File: src/rtl/mem_port_arbiter_pkg.sv
// Shared types for the IF/MEM unified-memory arbiter: FSM state and owner encodings.
package mem_port_arbiter_pkg;

    typedef enum logic [1:0] {
        ARB_IDLE  = 2'd0,
        ARB_ISSUE = 2'd1,
        ARB_WAIT  = 2'd2,
        ARB_RESP  = 2'd3
    } arb_state_t;

    typedef enum logic {
        OWN_IF = 1'b0,
        OWN_DM = 1'b1
    } arb_owner_t;

    // Latency and starvation counters both cover the 1..15 parameter range.
    localparam int CNT_W = 4;

endpackage

File: src/rtl/arb_starve_counter.sv
// Saturating count of consecutive data grants taken while a fetch was waiting.
module arb_starve_counter
    import mem_port_arbiter_pkg::*;
#(
    parameter int MAX = 4
) (
    input  logic clk,
    input  logic rst,
    input  logic i_inc,
    input  logic i_clr,
    output logic o_at_max
);

    localparam logic [CNT_W-1:0] MAX_C = CNT_W'(MAX);

    logic [CNT_W-1:0] r_cnt;

    always_ff @(posedge clk or posedge rst) begin
        if (rst) begin
            r_cnt <= '0;
        end else if (i_clr) begin
            r_cnt <= '0;
        end else if (i_inc && (r_cnt != MAX_C)) begin
            r_cnt <= r_cnt + 1'b1;
        end
    end

    assign o_at_max = (r_cnt == MAX_C);

endmodule

File: src/rtl/mem_port_arbiter.sv
// Arbitrates one fixed-latency single-ported memory between instruction fetch and load/store,
// returning data with a one-cycle ready pulse and driving the pipeline stall lines.
module mem_port_arbiter
    import mem_port_arbiter_pkg::*;
#(
    parameter int MEM_LAT    = 2,
    parameter int STARVE_MAX = 4
) (
    input  logic        clk,
    input  logic        rst,
    input  logic        i_if_req,
    input  logic [31:0] i_if_addr,
    input  logic        i_if_flush,
    output logic [31:0] o_if_rdata,
    output logic        o_if_ready,
    input  logic        i_dm_req,
    input  logic        i_dm_we,
    input  logic [3:0]  i_dm_wmask,
    input  logic [31:0] i_dm_addr,
    input  logic [31:0] i_dm_wdata,
    output logic [31:0] o_dm_rdata,
    output logic        o_dm_ready,
    output logic        o_mem_en,
    output logic        o_mem_we,
    output logic [3:0]  o_mem_wmask,
    output logic [31:0] o_mem_addr,
    output logic [31:0] o_mem_wdata,
    input  logic [31:0] i_mem_rdata,
    output logic        o_stall_if,
    output logic        o_stall_mem
);

    localparam logic [CNT_W-1:0] LAT_C = CNT_W'(MEM_LAT);

    arb_state_t       r_state, w_state_next;
    arb_owner_t       r_owner;
    logic             r_killed;
    logic [CNT_W-1:0] r_lat_cnt;
    logic [31:0]      r_addr, r_wdata, r_if_rdata, r_dm_rdata;
    logic             r_we;
    logic [3:0]       r_wmask;

    logic w_idle, w_start, w_grant_dm, w_at_max, w_inc, w_clr;

    // A waiting fetch overrides data priority once the starvation budget is spent.
    assign w_idle     = (r_state == ARB_IDLE);
    assign w_grant_dm = i_dm_req && !(i_if_req && w_at_max);
    assign w_start    = w_idle && (i_if_req || i_dm_req);
    assign w_inc      = w_idle && w_grant_dm && i_if_req;
    assign w_clr      = w_idle && !(w_grant_dm && i_if_req);

    arb_starve_counter #(.MAX(STARVE_MAX)) u_starve (
        .clk      (clk),
        .rst      (rst),
        .i_inc    (w_inc),
        .i_clr    (w_clr),
        .o_at_max (w_at_max)
    );

    always_ff @(posedge clk or posedge rst) begin
        if (rst) begin
            r_state    <= ARB_IDLE;
            r_owner    <= OWN_IF;
            r_killed   <= 1'b0;
            r_lat_cnt  <= '0;
            r_addr     <= '0;
            r_wdata    <= '0;
            r_we       <= 1'b0;
            r_wmask    <= '0;
            r_if_rdata <= '0;
            r_dm_rdata <= '0;
        end else begin
            r_state <= w_state_next;
            case (r_state)
                ARB_IDLE: begin
                    r_killed <= 1'b0;
                    if (w_start) begin
                        r_owner <= w_grant_dm ? OWN_DM : OWN_IF;
                        r_addr  <= w_grant_dm ? i_dm_addr : i_if_addr;
                        r_we    <= w_grant_dm && i_dm_we;
                        r_wmask <= w_grant_dm ? i_dm_wmask : 4'b0000;
                        r_wdata <= w_grant_dm ? i_dm_wdata : 32'd0;
                    end
                end
                ARB_ISSUE: r_lat_cnt <= LAT_C;
                ARB_WAIT: begin
                    r_lat_cnt <= r_lat_cnt - 1'b1;
                    if (r_lat_cnt == CNT_W'(1)) begin
                        if (r_owner == OWN_IF) begin
                            r_if_rdata <= i_mem_rdata;
                        end else if (!r_we) begin
                            r_dm_rdata <= i_mem_rdata;
                        end
                    end
                end
                default: ;
            endcase
            // The fetch read still runs to completion; only its ready pulse is suppressed.
            if (!w_idle && (r_owner == OWN_IF) && i_if_flush) begin
                r_killed <= 1'b1;
            end
        end
    end

    always_comb begin
        w_state_next = r_state;
        o_mem_en     = 1'b0;
        o_mem_we     = 1'b0;
        o_mem_wmask  = 4'b0000;
        o_mem_addr   = 32'd0;
        o_mem_wdata  = 32'd0;
        o_if_ready   = 1'b0;
        o_dm_ready   = 1'b0;
        case (r_state)
            ARB_IDLE: begin
                if (w_start) begin
                    w_state_next = ARB_ISSUE;
                end
            end
            ARB_ISSUE: begin
                w_state_next = ARB_WAIT;
                o_mem_en     = 1'b1;
                o_mem_addr   = r_addr;
                if ((r_owner == OWN_DM) && r_we) begin
                    o_mem_we    = 1'b1;
                    o_mem_wmask = r_wmask;
                    o_mem_wdata = r_wdata;
                end
            end
            ARB_WAIT: begin
                if (r_lat_cnt == CNT_W'(1)) begin
                    w_state_next = ARB_RESP;
                end
            end
            ARB_RESP: begin
                w_state_next = ARB_IDLE;
                o_if_ready   = (r_owner == OWN_IF) && !r_killed && !i_if_flush;
                o_dm_ready   = (r_owner == OWN_DM);
            end
            default: w_state_next = ARB_IDLE;
        endcase
    end

    assign o_if_rdata  = r_if_rdata;
    assign o_dm_rdata  = r_dm_rdata;
    assign o_stall_if  = i_if_req && !o_if_ready;
    assign o_stall_mem = i_dm_req && !o_dm_ready;

endmodule

File: config.mk
export PLATFORM = sky130hd
export DESIGN_NAME = mem_port_arbiter
export DESIGN_NICKNAME = d
export VERILOG_FILES = /design/src/rtl/mem_port_arbiter_pkg.sv /design/src/rtl/arb_starve_counter.sv /design/src/rtl/mem_port_arbiter.sv
export SDC_FILE = /design/constraint.sdc
export NUM_CORES = 1
export LEC_CHECK = 0
export ABC_CLOCK_PERIOD_IN_PS = 6600
export CORE_MARGIN = 4
export CORE_UTILIZATION = 25
export DETAILED_ROUTE_END_ITERATION = 16
export PLACE_DENSITY = 0.49
export RECOVER_POWER = 50
export SLEW_MARGIN = 20
export SYNTH_ARGS = -nofsm -noshare
export SYNTH_HDL_FRONTEND = slang
export SYNTH_HIERARCHICAL = 1
export SYNTH_SLANG_ARGS = --single-unit
File: constraint.sdc
create_clock -name clk -period 6.6 [get_ports clk]
set_input_delay 1.32 -clock clk [delete_from_list [all_inputs] [get_ports clk]]
set_output_delay 1.32 -clock clk [all_outputs]
set_load 0.02 [all_outputs]
Word level (Yosys, flattened, before mapping):

Cells that the tools add are included.

* muxes and demuxes: 22
* $add $sub $neg: 2
* eq/ne operators: 8
* bitwise gates (word level): 2
* reduce and logical (&&, ||, !) cells: 32

Operator list (number)
* 32-bit two-way mux: 5
* 4-bit two-way mux: 5
* 1-bit logical AND: 16
* 1-bit two-way mux: 8
* 2-bit case mux with 4 select lines: 1
* 4-bit case mux with 2 select lines: 1
* 1-bit logical NOT: 7
* 2-bit nonzero test: 3
* 4-bit by 1-bit adder with 4-bit output (second input constant): 1
* 2-bit equality test (second input constant): 2
* 4-bit by 1-bit equality test with 1-bit output (second input constant): 1
* 4-bit by 3-bit equality test with 1-bit output (second input constant): 1
* 2-bit two-way mux: 2
* 4-bit by 3-bit != test with 1-bit output (second input constant): 1
* 2-bit AND reduction: 2
* 4-bit AND reduction: 1
* 4-bit by 1-bit subtractor with 4-bit output (second input constant): 1
* 3-bit AND reduction: 1
* 2-bit by 1-bit equality test with 1-bit output (second input constant): 1
* 2-bit logical NOT: 1
* 2-bit by 1-bit != test with 1-bit output (second input constant): 1
* 2-bit != test (second input constant): 1
* 1-bit NOT: 2
* 1-bit logical OR: 1

* input port bits: 138
* word-level logic and storage cells: 77
* flip-flop bits (word level): 145
* output and inout bits: 138

Depth between registers and ports, before layout:

* word-level depth: 9
* mapped depth: 13
* mapped depth without buffers: 10

Modules after synthesis:

Netlist, hierarchy kept.

Modules (own cells, without submodules)
* mem_port_arbiter: instances 1, area each 6231.0 um^2, cells each 485, sequential area each 3528.4 um^2
* arb_starve_counter: instances 1, area each 237.7 um^2, cells each 25, sequential area each 100.1 um^2

Worst setup path after synthesis:

Ideal clock, no wire load.

* path kind: input to output
* from: in i_if_flush
* to: out o_stall_if
* arrival: 2.436 ns
* data required time: 5.280 ns
* path buffers: 0
* cell stages on the path: 2
* setup slack: 2.844 ns
* cell sequence: nor4b_1 > nor2b_1

* word-level cells in the longest chain between the ends: 5

RTL lines
* from (decl): line mem_port_arbiter.sv:13 `input logic i_if_flush,`
* 1-bit logical NOT: line mem_port_arbiter.sv:137 `o_if_ready = (r_owner == OWN_IF) && !r_killed && !i_if_flush;`
* 1-bit logical AND: line mem_port_arbiter.sv:137
* 1-bit two-way mux: line mem_port_arbiter.sv:114 `case (r_state)`
* 1-bit logical NOT: line mem_port_arbiter.sv:146 `assign o_stall_if = i_if_req && !o_if_ready;`
* 1-bit logical AND: line mem_port_arbiter.sv:146
* to (decl): line mem_port_arbiter.sv:29 `output logic o_stall_if,`

Every way passes these cells.

Worst setup path in the final report:

* from: in i_if_flush
* to: out o_if_ready

* word-level cells in the longest chain between the ends: 3

RTL lines
* 1-bit logical NOT: line mem_port_arbiter.sv:137
* 1-bit logical AND: line mem_port_arbiter.sv:137
* 1-bit two-way mux: line mem_port_arbiter.sv:114
* to (decl): line mem_port_arbiter.sv:15 `output logic o_if_ready,`

Every way passes these cells.

==> flow_summary.yaml <==
run_status:
  status: "finished with violations"
  violations: "capacitance limit, slew limit"
logic_synthesis:
  synth-seq-area-share_pct: 56.1
  yosys-top-cells-count: "dfrtp_1 (145), and2_1 (70), a22o_1 (37)"
  yosysTopAreaCell: "dfrtp_1"
  synthFlopType: "dfrtp_1"
  synth_top_family_by_area: "multiplexers"
  yosys.area_share.simple_pct: 11.2
  ys_ff_latch: 145
  synth_compound_area_share_pct: 9.34
  synth.most_common_cell: "dfrtp_1"
  muxShareOfSynthArea_pct: 18.2
  syn_inst: 510
  synthXorXnorAreaFrac_pct: 0
  synth_warnings: 6
  synth_edf_count: 0
  synthAdderAreaFrac_pct: 1.55
  synth_top_area_share_pct: 56.1
  synthDistinctLibCells: 41
  synth_nets: 656
  synth_area_sq_um: 6470
  synthTopCellsByArea: "dfrtp_1 (56%), mux2_4 (7.0%), and2_1 (6.8%), mux2_2 (5.7%), mux2i_1 (5.1%)"
  postSynth.asyncResetShare_pct: 100
  syn-mean-instance-area_sq_um: 12.7
critical_path:
  rr_endpoint: "o_if_rdata[30]"
  r2r_cells: 5
  critical_path_class: "in2out"
  r2r_slack_ns: 3.16
  crit_fanout: 2
  reg2reg_from: "r_state[0]"
  cp.arrival_ns: 3.24
  endpoint_kind: "primary output"
  crit_required_ns: 5.28
  startpoint_type: "input port"
final_layout:
  fill_cells: 2458
  multiInputGateArea_sq_um: 2510
  layout.nets: 920
  seq_area_sq_um: 3630
  n_antenna_cell: 0
  fin_area_sq_um: 10000
  syn_to_final_growth_pct: 54.9
  drive_above_1_share_pct: 9.92
clock_tree:
  cts_setup_buffers: 0
  clockBufferDepth: 2
  cts_made_buffers: 17
  cts.repair.resized: 0
  clkSinkCount: 145
  cts-root-buf: "clkbuf_16"
  insertion_delay_ns: 0.41
  cts.clk_slew.worst_paths_ns: 0.06
  cts.htree.levels: 4
  cts_hold_buf: 0
  tritoncts: "built"
timing:
  finalMaxSlewViolations: 66
  rsz0062_at_grt: "false"
  finalCritPeriodShare_pct: 69.1
  post-route-min-period_ns: 4.56
  timing.fmax_ghz: 0.219
  setup_tns_ns: 0
  tightestPinTransition_ns: 2.46
  slew-limit-headroom_pct: -63.8
  fin_skew_ns: 0.00870
  finalHoldViolCount: 0
  finalSetupViolCount: 0
floorplanning:
  core_area_sq_um: 25300
  die_y_um: 169
  die_w_um: 169
  die_area_sq_um: 28500
  io_pins: 276
  placementRows: 58
  start_util_pct: 25.5
pwr:
  power_frac_comb_pct: 37.7
  p_sw_share_pct: 34.4
  p_sw_mw: 1.39
  worst_ir_drop_vdd_mv: 0.177
  leakage_nw: 4.45
  power_per_cell_area_nw_per_um2: 405
  seq_power_share_pct: 36.3
  p_clk_share_pct: 25.9
  p_int_mw: 2.66
detailed_routing:
  wl_per_cell_um: 16.8
  first_pass_iters: 4
  ant_nets: 0
  wirelength_um: 18700
  viasPerCell: 4.33
  post-route-drc-count: 0
  first_iter_violations: 178
  num_vias: 4833
placed_design:
  portBuffers: 275
  gp_congestion: 0.770
  place_area_sq_um: 9490
  dp_hpwl_um: 13800
worst_hold_path:
  hold_start: "r_addr[26]"
  min_path_cells: 2
  hold_end: "r_addr[26]"
  hp-class: "reg2reg"
global_routing:
  antenna_found_initial: 0
  grt_pass1_wl_um: 29100
  first_global_vias: 5159
  grt_max_degree: 92
  grt_usage_pct: 13.0
  gr-total-overflow: 0
job:
  maxCapViolations: 2
-- how the worst max path moves through the flow --
stage                     from             end  slack (ns)  depth (start not counted)
floorplan                  rst   o_dm_rdata[0]        1.50                          1
global placement    r_state[1]  o_mem_wdata[1]        2.11                          5
detailed placement  r_state[1]  o_mem_wmask[1]        1.98                          5
CTS                 r_state[1]  o_mem_wmask[1]        1.52                          5
global route        i_if_flush      o_if_ready        1.98                          3
finish              i_if_flush      o_if_ready        2.04                          3
-- cells in the final DEF (no fill, tap or decap), drive strengths merged, types with 2 or more instances in the layout --
cell type	synthesis	routed
a21o	3	3
a21oi	5	5
a22o	37	37
a31oi	2	2
and2	71	71
buf	22	3
bufinv	0	4
clkbuf	11	18
clkdlybuf4s50	0	222
clkinv	0	2
dfrtp	145	145
dlygate4sd3	0	53
ha	8	8
inv	13	19
mux2	65	65
mux2i	33	33
nand2	34	34
nand3	4	4
nand3b	2	2
nor2	5	5
nor2b	2	2
o21ai	34	34
or3	2	2
-- area by class of cell --
class | count | area share [%]
clock buffers | 18 | 4.38
clock inverters | 13 | 1.97
inverters | 13 | 0.537
multi-input cells | 319 | 25.1
flip-flops and latches | 145 | 36.2
well taps | 330 | 4.12
repair buffers | 278 | 27.7
-- critical path, cell delays in order --
cell and delay, ns:
dlygate4sd3_1 0.56, nor4b_1 0.62, clkdlybuf4s50_1 0.74
-- per-stage QoR --
| step | worst slack [ns] | instances | util (%) | power, mW | hold WS (ns) |
|---|---|---|---|---|---|
| final | 2.04 | 1116 | 39.6 | 4.05 | 0.473 |
| after global routing | 1.98 | 1116 | 39.6 | 4.30 | 0.495 |
| after CTS | 1.52 | 1116 | 40.0 | 4.22 | 0.478 |
| after detailed placement | 1.98 | 1085 | 37.5 | 3.14 | 0.463 |
| after global placement | 2.11 | 1085 | 37.5 | 3.10 | 0.455 |
| after floorplan | 1.50 | 510 | - | 2.38 | 0.442 |
-- cell families after synthesis --
logic type,Yosys count
buf+inv,46
flops,145
mux,98
simple gates,127
compound gates,86
fa+ha+maj,8
-- power groups by stage --
stage / Sequential, mW / Clock [mW] / Combinational (mW)
after floorplan: 1.63 / 0 / 0.747
after global placement: 1.48 / 0 / 1.62
after detailed placement: 1.50 / 0 / 1.65
after CTS: 1.49 / 1.09 / 1.65
after global routing: 1.52 / 1.13 / 1.66
final: 1.47 / 1.05 / 1.53
-- sequential cells by signal (all words and copies together) (netlist names), 2 cells and up --
| signal | count |
|---|---|
| o_dm_rdata | 32 |
| o_if_rdata | 32 |
| r_addr | 32 |
| r_wdata | 32 |
| r_lat_cnt | 4 |
| r_wmask | 4 |
| u_starve/r_cnt | 4 |
| r_state | 2 |
-- routing by layer --
metal,GRT usage [%],up-vias,routed length (um)
li1,-,2305,-
met1,16.6,2320,8020
met2,20.9,189,8860
met3,4.13,19,1540
met4,4.23,0,315
met5,0,-,0
(Power assumes the default switching activity.)
